### src/rtl/nes_controller_poller.sv
// nes_controller_poller: polls two NES pads over a shared latch/pulse bus,
// deserialises each active-low report and publishes a registered
// 12-bit button vector plus a combined Start, with a one-cycle strobe.

// Per-pad datapath: input synchroniser, shift register and the button
// mapping of the report as it will look after the current capture.
module nes_pad_lane (
    input  logic       clk,
    input  logic       rst,
    input  logic       pad_data,
    input  logic       capture,
    output logic [5:0] btn_nxt,    // {left, right, up, down, A, B}, active-high
    output logic       start_nxt
);
    logic [1:0] sync;
    logic [7:0] shreg;
    logic [7:0] rpt_nxt;
    logic [1:0] unused_bits;

    // Bits arrive A first; shifting in at the MSB leaves bit k at index k
    // after eight captures.
    assign rpt_nxt = {sync[1], shreg[7:1]};

    // Select and the bit that drops off the end are never reported.
    assign unused_bits = {rpt_nxt[2], shreg[0]};

    assign btn_nxt   = ~{rpt_nxt[6], rpt_nxt[7], rpt_nxt[4], rpt_nxt[5], rpt_nxt[0], rpt_nxt[1]};
    assign start_nxt = ~rpt_nxt[3];

    // Two-flop synchroniser (idle-high) and capture shift register.
    always_ff @(posedge clk) begin
        if (rst) begin
            sync  <= 2'b11;
            shreg <= 8'hFF;
        end else begin
            sync <= {sync[0], pad_data};
            if (capture) shreg <= rpt_nxt;
        end
    end
endmodule

module nes_controller_poller #(
    parameter int HALF_PERIOD = 300,
    parameter int POLL_PERIOD = 833333
) (
    input  logic        clk,
    input  logic        rst,
    input  logic        p1_data,
    input  logic        p2_data,
    output logic        ctrl_latch,
    output logic        ctrl_pulse,
    output logic [0:11] buttons,
    output logic        start_btn,
    output logic        sample_valid
);
    localparam int NUM_PADS = 2;
    localparam int TW = $clog2(2 * HALF_PERIOD);
    localparam int PW = $clog2(POLL_PERIOD);

    typedef enum logic [2:0] {IDLE, LATCH, LOW, HIGH, DONE} state_t;

    state_t                      state, state_nxt;
    logic [PW-1:0]               poll_cnt;
    logic                        poll_tick;
    logic [TW-1:0]               tmr;
    logic                        phase_end;
    logic [2:0]                  k;
    logic                        capture;
    logic                        publish;
    logic [NUM_PADS-1:0]         pad_data;
    logic [NUM_PADS-1:0][5:0]    btn_nxt;
    logic [NUM_PADS-1:0]         start_nxt;

    assign pad_data  = {p2_data, p1_data};
    assign poll_tick = (poll_cnt == PW'(POLL_PERIOD - 1));
    assign phase_end = (state == LATCH) ? (tmr == TW'(2 * HALF_PERIOD - 1))
                                        : (tmr == TW'(HALF_PERIOD - 1));
    assign publish   = capture && (k == 3'd7);

    nes_pad_lane u_lane [NUM_PADS-1:0] (
        .clk       (clk),
        .rst       (rst),
        .pad_data  (pad_data),
        .capture   (capture),
        .btn_nxt   (btn_nxt),
        .start_nxt (start_nxt)
    );

    // Free-running poll period counter, independent of the FSM.
    always_ff @(posedge clk) begin
        if (rst)            poll_cnt <= '0;
        else if (poll_tick) poll_cnt <= '0;
        else                poll_cnt <= poll_cnt + PW'(1);
    end

    // Next-state logic; capture fires on the final cycle of each LOW phase.
    always_comb begin
        state_nxt = state;
        capture   = 1'b0;
        case (state)
            IDLE:  if (poll_tick) state_nxt = LATCH;
            LATCH: if (phase_end) state_nxt = LOW;
            LOW: begin
                if (phase_end) begin
                    capture   = 1'b1;
                    state_nxt = (k == 3'd7) ? DONE : HIGH;
                end
            end
            HIGH:  if (phase_end) state_nxt = LOW;
            DONE:  state_nxt = IDLE;
            default: state_nxt = IDLE;
        endcase
    end

    // State, phase timer and bit index.
    always_ff @(posedge clk) begin
        if (rst) begin
            state <= IDLE;
            tmr   <= '0;
            k     <= '0;
        end else begin
            state <= state_nxt;
            if (state_nxt != state || state == IDLE) tmr <= '0;
            else                                      tmr <= tmr + TW'(1);
            if (state == LATCH)                   k <= '0;
            else if (state == HIGH && phase_end)  k <= k + 3'd1;
        end
    end

    // Bus lines and results come straight from flops, decoded from the
    // next state so they line up with the state they describe.
    always_ff @(posedge clk) begin
        if (rst) begin
            ctrl_latch   <= 1'b0;
            ctrl_pulse   <= 1'b0;
            sample_valid <= 1'b0;
            buttons      <= '0;
            start_btn    <= 1'b0;
        end else begin
            ctrl_latch   <= (state_nxt == LATCH);
            ctrl_pulse   <= (state_nxt == HIGH);
            sample_valid <= (state_nxt == DONE);
            if (publish) begin
                for (int i = 0; i < NUM_PADS; i++) buttons[6*i +: 6] <= btn_nxt[i];
                start_btn <= |start_nxt;
            end
        end
    end
endmodule

### config.mk
export PLATFORM = sky130hd
export DESIGN_NAME = nes_controller_poller
export DESIGN_NICKNAME = d
export VERILOG_FILES = /design/src/rtl/nes_controller_poller.sv
export SDC_FILE = /design/constraint.sdc
export NUM_CORES = 1
export LEC_CHECK = 0
export BUFFER_PORTS_ARGS = -buffer_cell sky130_fd_sc_hd__buf_2
export CORE_MARGIN = 1.5
export CORE_UTILIZATION = 56
export DETAILED_ROUTE_END_ITERATION = 12
export PLACE_DENSITY = 0.86
export SYNTH_ARGS = -nofsm -noshare
export SYNTH_HDL_FRONTEND = slang
export SYNTH_HIERARCHICAL = 1
export SYNTH_SLANG_ARGS = --single-unit
### constraint.sdc
create_clock -name clk -period 5.16 [get_ports clk]
set_input_delay 0.774 -clock clk [delete_from_list [all_inputs] [get_ports clk]]
set_output_delay 0.774 -clock clk [all_outputs]
set_load 0.03 [all_outputs]
# Word-level counts from Yosys, hierarchy flattened
# Index checks and enable logic that the tools add are counted.
word_totals:
  input_bits: 4
  mem_count: 0
  ff_bits: 72
  word_cells: 48
  latchBits: 0
  output_inout_bits: 16
  rom_bits: 0
  ram_bits: 0
op_classes:
  multipliers: 0
  order_cmp: 0
  div_mod_pow: 0
  n_mux: 8
  shift: 0
  reduce_logical: 9
  bitwise_logic: 4
  addsub: 3
  n_eq_ne: 11
ops:
  columns: ["op", "n"]
  rows:
  - ["$add 20x1->20 const B", 1]
  - ["$eq 20x20->1 const B", 1]
  - ["$mux 3", 4]
  - ["$not 6->6", 2]
  - ["$add 10x1->10 const B", 1]
  - ["$eq 10x10->1 const B", 1]
  - ["$eq 10x9->1 const B", 1]
  - ["$reduce_or 2->1", 5]
  - ["$eq 3x2->1 const B", 3]
  - ["$pmux 3 s3", 1]
  - ["$eq 3x1->1 const B", 2]
  - ["$eq 3x3->1 const B", 2]
  - ["$add 3x1->3 const B", 1]
  - ["$logic_not 3->1", 1]
  - ["$mux 1", 3]
  - ["$ne 3x3->1", 1]
  - ["$logic_and 1x1->1", 2]
  - ["$not 1->1", 2]
  - ["$logic_or 1x1->1", 1]

# Logic depth before layout (Yosys ltp)
logic_depth:
  word_depth: 7
  depth_mapped: 7
  ltp_nobuf: 7

# By module
# The synthesis kept the hierarchy.
by_module_without_submodules:
  columns: ["mod", "seq_area_each_um2", "n_inst", "cells_each", "area_per_inst_um2"]
  rows:
  - ["nes_controller_poller", 1041.0, 1, 264, 2243.4]
  - ["nes_pad_lane", 180.2, 2, 34, 315.3]

# Worst setup path after synthesis
# OpenSTA, ideal clock, no wires.
synth_path:
  path_kind: "register to register"
  start: "reg tmr[4]"
  end: "reg u_lane[0].shreg[1]"
  slack_ns: 2.876
  period_less_slack_ns: 2.284
  path_stages_with_launch: 6
  setup_ns: 0.129
  path_buffers: 1
  t_arrival_ns: 2.155
  t_required_ns: 5.031
  path_cell_list: "dfxtp_1 > nor4b_1 > nand3_1 > nor4_1 > buf_6 > o211ai_1"
synth_between:
  elab_chain_len: 4
  word_cells_on_any_way: 5
  classes_between: "2 x eq/ne; 3 x mux"
synth_lines:
  columns: ["item", "line_no", "rtl"]
  rows:
  - ["start: declaration", "65", "logic [TW-1:0] tmr;"]
  - ["start signal: assignment", "124", "else tmr <= tmr + TW'(1);"]
  - ["$eq 10x9->1 / $eq 10x10->1 (equally long branches)", "77, 76", null]
  - ["$mux 1 *", "76", "assign phase_end = (state == LATCH) ? (tmr == TW'(2 * HALF_PERIOD - 1))"]
  - ["$mux 1 *", "104", "if (phase_end) begin"]
  - ["$mux 1 *", "100", "case (state)"]
  - ["named net capture", "68", "logic capture;"]
  - ["end signal: assignment", "37", "if (capture) shreg <= rpt_nxt;"]
  - ["end: declaration", "16", "logic [7:0] shreg;"]
# Mark *: on every way through the listed nets, which the timed path passes. The rest lies on a longest branch.
# A chain may end at the register's enable or synchronous reset.

# Final worst setup path
layout_path:
  start: "reg tmr[0]"
  end: "reg tmr[7]"
layout_between:
  elab_chain_len: 7
  word_cells_on_any_way: 10
  classes_between: "1 x add/sub; 3 x eq/ne; 4 x mux; 2 x reduce/logical"
layout_lines:
  columns: ["item", "line_no", "rtl"]
  rows:
  - ["$eq 10x9->1 / $eq 10x10->1 (equally long branches)", "77, 76", null]
  - ["$mux 1", "76", null]
  - ["$mux 3, on equally long branches", "102, 109, 104", null]
  - ["$pmux 3 s3", "100", null]
  - ["$ne 3x3->1", "123", "if (state_nxt != state || state == IDLE) tmr <= '0;"]
  - ["$logic_or 1x1->1", "123", null]
  - ["$reduce_or 2->1 (no source line)", null, null]
# Several ways; a longest one is shown, not always the timed one.

==> summary.txt <==
Synthesis
  • Yosys warnings: 6
  • Yosys reg bits: 70
  • Number of synthesized flops with an enable pin: 0
  • Post-synthesis cell area: between 2000 and 3000 sq um
  • Avg Synthesized Cell Area: 8.66 sq um
  • Seq/Total Area, Yosys: 48.8%
  • Syn Inst Count: around 330
  • Netlist cell types: 41
  • Post-synth top flop: dfxtp_1
  • Ys async rst share: 0%
  • Mapped Nets: ~340

Critical path
  • Arrival time at the worst endpoint: 2300 ps
  • FF-to-FF Start: tmr[0]
  • Startpoint types: flop
  • Cell with the largest stage delay on the worst path: nand3_1
  • Kind of critical path: reg2reg
  • Critical path, cell by cell: ha_1, nor2b_1, and4b_1, nand3_1, nand3_1, nor2_1
  • Crit path max-delay family: simple AND/OR/NAND/NOR gates
  • CP Buf/Inv Count: 0
  • Crit path capture type: flop
  • Crit Path Max Fanout: 14
  • Critical Path RT: about 5400 ps
  • R2R cell count: 6
  • Reg-to-Reg End: tmr[7]
  • R2r setup slk: around 3100 ps
  • Cell mode on critical path: nand3_1
  • CP peak stage delay: around 400 ps

Pwr
  • Peak VDD IR: 0.225 mV
  • Power consumption: 0.994 mW
  • NetSw: about 0.21 mW
  • Sw frac: between 20% and 30%
  • Pint: 0.783 mW
  • Logic pwr share: roughly 1.6%
  • Leak: between 1 and 1.5 nW
  • P per Cell Area: a little over 300 nW/um^2
  • Clock share of power: 43.4%
  • Sequential Power Share: a little under three fifths

Cells and area
  • FF+latch area: 1400 sq um
  • Syn-to-layout area delta: 11.2%
  • Area of the multi-input gates: approximately 1300 sq um
  • Most frequent cells in the layout: 70 x dfxtp_1, 51 x nand2_1, 38 x nor2_1, 24 x inv_1, 19 x buf_2
  • Final nets: 360
  • Commonest non-fill, non-tap cell in the layout: dfxtp_1
  • Fill cells: between 400 and 500
  • Layout cell share with drive strength beyond 1: between 10% and 20%
  • # diodes: 0

Floorplanning
  • Die ar.: 5570 sq um
  • Die span in x: approximately 75 microns
  • CORE AREA: approximately 4800 sq um
  • Die span in y: approximately 75 microns
  • # rows: 25
  • Ports: 20
  • Starting density of the core: around 59%

STA
  • Period utilisation layout: ~40%
  • RSZ-0062 raised after global routing: no
  • # setup viols final: 0
  • Worst Max-Slew Pin Slew: 630 ps
  • Max_slew headroom: between 50% and 60%
  • Final setup TNS: 0 ps
  • Fmax: roughly 480 MHz
  • Skew final: ~8.2 ps
  • Fin. max-slew vios: 0
  • Final Worst Setup Slack: approximately 3100 ps
  • Final hold violations: 0
  • Min Tclk post-route: roughly 2100 ps

Route
  • WL final: a little over 5 mm
  • Antenna-violating nets left: 0
  • Vias per cell: between 5 and 6
  • Vias: ~2200
  • DRC: 0
  • Wire per inst: 12.3 microns
  • Initial drt markers: between 100 and 150
  • Drt pass-1 iters: 4

Worst hold path
  • Hold WC Path Type: reg2reg
  • Worst hold start: u_lane[1]/sync[0]
  • Hold Path Depth: 1
  • Worst Hold Path EP: u_lane[1]/sync[1]

Placed design
  • Post-DP HPWL: ~3.6 mm
  • Port Buffers: 19
  • Routability Congestion: 0.831
  • Pre-CTS setup slack: between 3000 and 4000 ps

Clock tree
  • Post-CTS sizing: 0
  • CTS tree: done
  • Setup repair bufs after CTS: 0
  • Clk buf depth: 2
  • Worst-path clk slew: about 70 ps
  • Clock sinks: 70
  • CTS buffer count: 9
  • Clk_lat worst skew: between 300 and 400 ps
  • # hold bufs at CTS: 0
  • Root Buffer: clkbuf_8
  • H-tree depth: 3

Global route
  • First-pass GRT wire length: between 9 and 10 mm
  • GR Util All Layers: roughly 22%
  • Largest net degree at the start of global routing: 28
  • Vias in the first global route: around 2100
  • Initial antenna violation count: 0
  • Grt ovf: 0

Job
  • Max-cap violations: 0

Outcome
  • Status: finished, final reports clean
-- area by class of cell --
class	count	share of cell area, %
sequential	70	43.8
multi-input combinational	226	41.3
clock buffer	10	4.31
timing repair buffer	20	3.21
inverter	24	2.82
tap	67	2.62
clock inverter	6	1.92
-- cell usage after synthesis (3+ instances only) --
cell | instances | area share [%]
ha_1 | 5 | 2.2
or3_1 | 4 | 0.87
nor3b_1 | 3 | 0.78
xnor2_1 | 18 | 5.5
a21oi_1 | 15 | 2.6
and3_1 | 6 | 1.3
nand3_1 | 17 | 3.0
nor2b_1 | 3 | 0.65
clkbuf_1 | 4 | 0.52
o211ai_1 | 12 | 3.1
nor2_1 | 38 | 5.0
nand2_1 | 51 | 6.7
buf_2 | 4 | 0.70
nor3_1 | 12 | 2.1
inv_1 | 24 | 3.1
mux2i_1 | 4 | 1.4
o21ai_0 | 3 | 0.52
or2_2 | 5 | 1.1
dfxtp_1 | 70 | 49
xor2_1 | 6 | 1.8
-- power by group through the flow --
stage	Clock [mW]	Sequential, mW	Combinational (mW)
2_1_floorplan	0	0.558	0.0117
3_3_place_gp	0	0.559	0.0148
3_5_place_dp	0	0.559	0.0159
4_1_cts	0.445	0.546	0.0160
5_1_grt	0.469	0.546	0.0181
6_report	0.432	0.546	0.0159
-- stage by stage --
stage	hold WS [ps]	std cells	instance area (sq um)	utilization (%)
CTS	414	423	3200	65.9
global placement	395	407	3000	61.8
global route	427	423	3200	65.9
detailed placement	398	407	3000	61.8
finish	413	423	3200	65.9
floorplan	389	332	2870	-
-- cell families after synthesis --
logic type,share of synthesized area (%)
AND/OR/NAND/NOR,26.9
flip-flops,48.8
AO/OA/AOI/OAI,7.97
buffers and inverters,5.53
XOR/XNOR,7.31
adder cells (fa/ha/maj),2.18
multiplexers,1.39
-- per-layer routing --
metal / track usage (%) / part of all wire (%)
met2: 37.8 / 50
met5: 0 / 0
met4: 7.27 / 0.56
met3: 8.03 / 4.3
met1: 24.9 / 45
-- state kept, by name, indices dropped and copies added (netlist names), 3 cells and up --
signal        flops
buttons          12
poll_cnt         20
u_lane/shreg     14
u_lane/sync       4
state             3
k                 3
tmr              10
-- worst max path at each step --
stage	start	end	slack (ps)	cells after the start
floorplan	tmr[4]	u_lane[0]/shreg[1]	2880	5
global placement	tmr[0]	tmr[7]	3200	6
detailed placement	tmr[0]	tmr[7]	3070	6
CTS	tmr[0]	tmr[7]	3060	6
global route	tmr[0]	tmr[5]	2860	6
finish	tmr[0]	tmr[7]	3090	6
(Power assumes the default switching activity.)
